==> src/rtl/pc_pkg.sv <==
// Purpose : shared encodings, defaults and address helpers for the PC sequencer.
// Latency : n/a (types, constants and a pure function only).
// Backpressure: n/a.
package pc_pkg;

   // pc_src selector encodings.
   typedef enum logic [1:0] {
      PC_SEQ = 2'b00,   // PC + INC
      PC_BR  = 2'b01,   // PC + word-converted signed byte offset
      PC_JMP = 2'b10,   // absolute word target
      PC_RET = 2'b11    // pop return-address stack
   } pc_src_e;

   // Control FSM state code in which the PC advances (write-back).
   localparam logic [3:0] UPDATE_STATE_DEFAULT = 4'b1000;

   // Working width for sign-extended offsets; wide enough for any PC_W we build.
   localparam int OFF_W = 64;

   // Convert a signed byte offset to a signed word offset. The arithmetic
   // shift floors negative offsets (-2 bytes -> -1 word with a shift of 2).
   function automatic logic signed [OFF_W-1:0] byte_to_word(
      input logic signed [OFF_W-1:0] byte_off,
      input int                      shift
   );
      return byte_off >>> shift;
   endfunction

endpackage

==> src/rtl/ras_stack.sv <==
// Purpose : circular LIFO of return addresses with count, full/empty flags,
//           push, pop, in-place replace and overwrite-oldest when full.
// Latency : top is combinational from storage; push/pop take effect next edge.
// Backpressure: none; a push on a full stack silently drops the oldest entry,
//           a pop on an empty stack is ignored (caller flags the underflow).
// Ports   : clk, rst_n      clock and async active-low reset
//           push, pop       operations for this edge (both = replace top)
//           push_data       value written on push / replace
//           top             current top-of-stack (undefined when empty)
//           empty, full     occupancy flags
module ras_stack #(
   parameter int W     = 32,
   parameter int DEPTH = 4
) (
   input  logic         clk,
   input  logic         rst_n,
   input  logic         push,
   input  logic         pop,
   input  logic [W-1:0] push_data,
   output logic [W-1:0] top,
   output logic         empty,
   output logic         full
);

   localparam int PTR_W = $clog2(DEPTH);
   localparam int CNT_W = $clog2(DEPTH + 1);

   logic [W-1:0]     mem [DEPTH];
   logic [PTR_W-1:0] ptr;       // next free slot; the top entry sits at ptr-1
   logic [PTR_W-1:0] top_idx;
   logic [CNT_W-1:0] count;
   logic             do_pop;

   assign top_idx = ptr - PTR_W'(1);
   assign empty   = (count == '0);
   assign full    = (count == CNT_W'(DEPTH));
   assign top     = mem[top_idx];

   // A pop on an empty stack has nothing to remove.
   assign do_pop  = pop && !empty;

   // Pointer and count. DEPTH is a power of two so the pointer wraps for
   // free; when full, the slot at ptr holds the oldest entry, so a plain push
   // overwrites it while the count saturates.
   always_ff @(posedge clk or negedge rst_n) begin
      if (!rst_n) begin
         ptr   <= '0;
         count <= '0;
      end else if (do_pop && !push) begin
         ptr   <= top_idx;
         count <= count - CNT_W'(1);
      end else if (push && !do_pop) begin
         ptr <= ptr + PTR_W'(1);
         if (!full) begin
            count <= count + CNT_W'(1);
         end
      end
   end

   // Storage needs no reset: contents are only read when count is non-zero.
   // Pop+push rewrites the current top in place.
   always_ff @(posedge clk) begin
      if (push) begin
         mem[do_pop ? top_idx : ptr] <= push_data;
      end
   end

endmodule

==> src/rtl/pc_seq_ras.sv <==
// Purpose : program-counter sequencer (sequential / relative branch / absolute
//           jump / return) with an internal return-address stack.
// Latency : PC changes on the edge where the update strobe is high; visible next cycle.
// Backpressure: stall (or any state other than UPDATE_STATE) freezes all state.
// Ports   : clk, rst_n              clock, async active-low reset
//           estado, stall           control FSM state and hold request
//           pc_src, imediato, target next-PC select, signed byte offset, word target
//           call                    push PC+INC on this update (ignored for sequential)
//           PC, pc_plus_inc         current PC and its combinational successor
//           ras_empty, ras_full     stack occupancy
//           ras_underflow           sticky: return attempted on an empty stack
// Option  : define ALIGN_CHECK_EN to add the sticky 'misalign' output; a branch
//           whose byte offset is not word aligned then leaves PC and stack untouched.
module pc_seq_ras
   import pc_pkg::*;
#(
   parameter int                   PC_W         = 32,
   parameter int                   IMM_W        = 12,
   parameter int                   ADDR_SHIFT   = 2,
   parameter int                   INC          = 1,
   parameter int                   STATE_W      = 4,
   parameter logic [STATE_W-1:0]   UPDATE_STATE = STATE_W'(UPDATE_STATE_DEFAULT),
   parameter int                   RAS_DEPTH    = 4,
   parameter logic [PC_W-1:0]      RESET_PC     = '0
) (
   input  logic               clk,
   input  logic               rst_n,
   input  logic [STATE_W-1:0] estado,
   input  logic               stall,
   input  logic [1:0]         pc_src,
   input  logic [IMM_W-1:0]   imediato,
   input  logic [PC_W-1:0]    target,
   input  logic               call,
   output logic [PC_W-1:0]    PC,
   output logic [PC_W-1:0]    pc_plus_inc,
   output logic               ras_empty,
   output logic               ras_full,
   output logic               ras_underflow
`ifdef ALIGN_CHECK_EN
   ,
   output logic               misalign
`endif
);

   logic                    upd;
   logic [PC_W-1:0]         pc_next;
   logic [PC_W-1:0]         br_off;
   logic signed [OFF_W-1:0] imm_sext;
   logic [PC_W-1:0]         ras_top;
   logic                    push_req;
   logic                    pop_req;
   logic                    set_underflow;
`ifdef ALIGN_CHECK_EN
   logic                    imm_low_nz;
   logic                    set_misalign;
`endif

   // Reset already holds every register, so the strobe needs only state and stall.
   assign upd         = (estado == UPDATE_STATE) && !stall;
   assign pc_plus_inc = PC + PC_W'(INC);

   // Sign-extend the byte offset, convert to words, truncate to PC width
   // (all PC arithmetic wraps modulo 2^PC_W).
   assign imm_sext = {{(OFF_W-IMM_W){imediato[IMM_W-1]}}, imediato};
   assign br_off   = PC_W'(byte_to_word(imm_sext, ADDR_SHIFT));

`ifdef ALIGN_CHECK_EN
   assign imm_low_nz = (imediato & IMM_W'((1 << ADDR_SHIFT) - 1)) != '0;
`endif

   // Next-PC mux and stack requests, qualified by upd further down.
   always_comb begin
      pc_next       = pc_plus_inc;
      push_req      = 1'b0;
      pop_req       = 1'b0;
      set_underflow = 1'b0;
`ifdef ALIGN_CHECK_EN
      set_misalign  = 1'b0;
`endif
      case (pc_src_e'(pc_src))
         PC_SEQ: begin
            pc_next = pc_plus_inc;
         end
         PC_BR: begin
`ifdef ALIGN_CHECK_EN
            if (imm_low_nz) begin
               pc_next      = PC;
               set_misalign = 1'b1;
            end else begin
               pc_next  = PC + br_off;
               push_req = call;
            end
`else
            pc_next  = PC + br_off;
            push_req = call;
`endif
         end
         PC_JMP: begin
            pc_next  = target;
            push_req = call;
         end
         PC_RET: begin
            push_req = call;
            if (!ras_empty) begin
               pc_next = ras_top;
               pop_req = 1'b1;
            end else begin
               // Empty stack: fall through sequentially and record the fault.
               pc_next       = pc_plus_inc;
               set_underflow = 1'b1;
            end
         end
         default: begin
            pc_next = pc_plus_inc;
         end
      endcase
   end

   // The pushed value is always the pre-update PC+INC, including when it
   // replaces the top during a return.
   ras_stack #(
      .W     (PC_W),
      .DEPTH (RAS_DEPTH)
   ) u_ras (
      .clk       (clk),
      .rst_n     (rst_n),
      .push      (upd && push_req),
      .pop       (upd && pop_req),
      .push_data (pc_plus_inc),
      .top       (ras_top),
      .empty     (ras_empty),
      .full      (ras_full)
   );

   always_ff @(posedge clk or negedge rst_n) begin
      if (!rst_n) begin
         PC            <= RESET_PC;
         ras_underflow <= 1'b0;
      end else if (upd) begin
         PC <= pc_next;
         if (set_underflow) begin
            ras_underflow <= 1'b1;
         end
      end
   end

`ifdef ALIGN_CHECK_EN
   always_ff @(posedge clk or negedge rst_n) begin
      if (!rst_n) begin
         misalign <= 1'b0;
      end else if (upd && set_misalign) begin
         misalign <= 1'b1;
      end
   end
`endif

endmodule

==> config.mk <==
export PLATFORM = sky130hd
export DESIGN_NAME = pc_seq_ras
export DESIGN_NICKNAME = d
export VERILOG_FILES = /design/src/rtl/pc_pkg.sv /design/src/rtl/ras_stack.sv /design/src/rtl/pc_seq_ras.sv
export SDC_FILE = /design/constraint.sdc
export NUM_CORES = 1
export LEC_CHECK = 0
export CAP_MARGIN = 5
export CORE_ASPECT_RATIO = 2
export CORE_UTILIZATION = 55
export CTS_CLUSTER_DIAMETER = 120
export DETAILED_ROUTE_END_ITERATION = 16
export PLACE_DENSITY = 0.88
export REMOVE_ABC_BUFFERS = 1
export SYNTH_ARGS = -nofsm -noshare
export SYNTH_HDL_FRONTEND = slang
export SYNTH_SLANG_ARGS = --single-unit
export TNS_END_PERCENT = 100
==> constraint.sdc <==
create_clock -name clk -period 5.75 [get_ports clk]
set_input_delay 1.15 -clock clk [delete_from_list [all_inputs] [get_ports clk]]
set_output_delay 1.15 -clock clk [all_outputs]
set_load 0.005 [all_outputs]
==> summary.md <==
| Metric | Value |
|---|---|
| Placement Cell Area | 0.01119 mm^2 |
| Post-place setup slack | 1378 ps |
| Clk slew on worst S/H paths | approximately 80 ps |
| Worst Path Max Fanout | 9 |
| GRT Residual Overflow | 0 |
| Site Rows | between 60 and 70 |
| Postcts setup bufs | 0 |
| Cts hold-fix bufs | 0 |
| CTS tree | done |
| Yosys Warn Count | 0 |
| EDFF count, synth | approximately 130 |
| Met2 Wirelength | 15.96 mm |
| Crit path kind | flip-flop to output pin |
| # IOs | 121 |
| RSZ-0062 raised after global routing | no |
| Routed Wire Length | 31.78 mm |
| All-Layer GR Usage | 0.3663 |
| Min cycle time layout | around 4800 ps |
| Hold crit path type | flip-flop to flip-flop |
| CTS root buffer | clkbuf_16 |
| TNS Setup | 0 ps |
| Initial core utilization | 0.5643 |
| Hold Violations, Final | 0 |
| Synthesis-to-finish area growth | 21.07% |
| Vias in the first global route | approximately 8400 |
| Nets | roughly 1100 |
| Vias per cell | between 6 and 7 |
| Slew HR | 0.1357 |
| CP cell instances | nand3_2 -> nor4_4 -> nand2_2 -> or3_4 -> xnor2_1 -> clkdlybuf4s50_1 |
| Fill count | 1238 |
| Detailed Place HPWL | 22.22 mm |
| Multi-input logic area | 0.004678 mm^2 |
| Final setup fails | 0 |
| Synth top area share | 0.3944 |
| Most frequent cells after synthesis | 128 x edfxtp_1, 81 x nand2_1, 65 x nor2_1 |
| I/O Buffers | 118 |
| Share of cells above drive strength 1 | 0.1175 |
| Die ar. | between 0.015 and 0.02 mm^2 |
| CORE AREA | between 0.015 and 0.02 mm^2 |
| Reg area | 0.004796 mm^2 |
| Top_reg_cell synth | edfxtp_1 |
| Initial antenna violation count | 0 |
| Tightest Pin Transition | 1288 ps |
| WL met1 | 10.37 mm |
| Post-route DRC | 0 |
| Fin. max-slew vios | 0 |
| Final total power | 0.004765 W |
| Synth cell types | 77 |
| Mapped Cells | 867 |
| DRT Pass-1 Iters | 7 |
| Metal3 WL | between 2 and 3 mm |
| First-pass GRT wire length | 47.26 mm |
| Top-count cell post-synth | edfxtp_1 |
| Clk buf depth | 2 |
| Clk_lat worst skew | 450 ps |
| CTS Buf Count | 17 |
| Worst Path Required | 4600 ps |
| Via count | 8396 |
| Max-cap violation count | 0 |
| Worst path max stage delay | 650 ps |
| Fmax | roughly 210 MHz |
| Worst Skew | 12.38 ps |
| Vert. Die Dim | approximately 190 um |
| Final WS setup | 902.5 ps |
| Inst Count DP | 1174 |
| Dominant cells by area after synthesis | edfxtp_1 39%, dfrtp_1 9.8%, mux4_2 7.9% |
| Fin area | 0.01180 mm^2 |
| Synthesized area per cell | 11.24 um^2 |
| Top Layer Used | met4 |
| Max H-tree Level | 4 |
| Clock sinks | roughly 170 |
| Largest net degree at the start of global routing | 42 |
| Flop and latch count out of synthesis | 166 |
| CTS resizes | 0 |
| VDD IR max | 0.3050 mV |
| Sequential-to-total area share from yosys stat | 0.4919 |
| Post-synth ARST share | 0.2289 |
| CP Launch Type | flip-flop |
| Status | completed |
| Avg WL per Cell | 26.35 um |
| Worst endpoint data arrival time | between 3000 and 4000 ps |
| Fin crit share | 0.8430 |
| Global placer's final weighted congestion | 0.9844 |
| Worst path slowest cell | nor4_4 |
| ANT cells | 0 |
| Die Wd | 96.13 um |
| CP endpoint kind | output pin |
| Mapped Area | around 0.0097 mm^2 |
| Antenna viol nets, final | 0 |
| Synth area leader | edfxtp_1 |
| Power Dens Cells | 403.8 mW/mm^2 |
| Post-route insts no fill | 1206 |
| Static leakage | 4.350 nW |
| Number of DRC markers in iteration 0 | 939 |
-- cell type report --
cell class / count / area share
clock buffer: 18 / 0.03637
multi-input combinational: 631 / 0.3965
tap: 210 / 0.02227
sequential: 166 / 0.4064
inverter: 23 / 0.007316
clock inverter: 14 / 0.01495
timing repair buffer: 144 / 0.1162
-- per-layer routing --
metal  vias up  global-route usage
met5         -                   0
met4         0              0.2859
met3       183             0.07974
met2       612              0.5952
met1      4012              0.4052
li1       3589                   -
-- state kept, by name, indices dropped and copies added, names as in the netlist --
register	count
ras_underflow	1
u_ras.mem	128
u_ras.count	3
u_ras.ptr	2
PC	32
-- report_power, final --
group | switching, W | total (W) | internal, W | leakage (nW)
registers | 0.000210 | 0.00166 | 0.00145 | 1.60
clock network | 0.000549 | 0.00117 | 0.000626 | 0.296
logic | 0.00104 | 0.00193 | 0.000889 | 2.45
total | 0.00180 | 0.00476 | 0.00296 | 4.35
-- worst max-delay path, delay by kind of cell, from the launching register on --
| family | cells | cell delay, ps |
|---|---|---|
| xor gates and xnor gates | 1 | 620 |
| and+or+nand+nor | 4 | 1440 |
| buffers and inverters | 1 | 630 |
| DFF | 1 | 560 |
-- metrics by stage --
stage	hold slack, ps	util
2_1_floorplan	448.5	-
3_3_place_gp	452.4	0.6481
3_5_place_dp	448.2	0.6481
4_1_cts	474.5	0.6832
5_1_grt	490.5	0.6832
6_report	482.9	0.6832
-- cell families after synthesis --
group / after synthesis / synth area share
fa+ha+maj: 35 / 0.04647
xor+xnor: 56 / 0.05032
flops: 166 / 0.4919
mux: 38 / 0.08267
simple gates: 257 / 0.1325
compound gates: 245 / 0.1646
buf+inv: 70 / 0.03158
-- cell usage in the layout (no fill, tap or decap), drive strengths merged, types with 5 or more instances in the layout --
cell type	n
nor4	6
clkbuf	18
dfrtp	38
xor2	20
o211ai	7
a211o	5
a31oi	16
a221oi	14
o22ai	8
nand2	82
buf	27
and2	5
a21oi	64
nor3	16
and4	6
edfxtp	128
a21o	21
nand4	18
or3	8
and3	12
o21ai	55
o21bai	5
a22o	9
nand3	22
a22oi	11
inv	32
mux4	34
clkdlybuf4s50	117
ha	33
xnor2	36
nor2	67
-- final timing paths --
check | startpoint | endpoint | slack, ps | cells past startpoint
min in group asynchronous | rst_n | u_ras.count[0]$_DFFE_PN0P_ | 860 | 1
hold reg to reg | ras_underflow$_DFFE_PN0P_ | ras_underflow$_DFFE_PN0P_ | 480 | 1
setup / recovery | PC[2]$_DFFE_PN0P_ | pc_plus_inc[27] | 900 | 6
setup reg to reg | PC[2]$_DFFE_PN0P_ | PC[27]$_DFFE_PN0P_ | 2080 | 8
max in group asynchronous | rst_n | u_ras.ptr[0]$_DFFE_PN0P_ | 4190 | 1
hold / removal | ras_underflow$_DFFE_PN0P_ | ras_underflow$_DFFE_PN0P_ | 480 | 1
(Power assumes the default switching activity.)
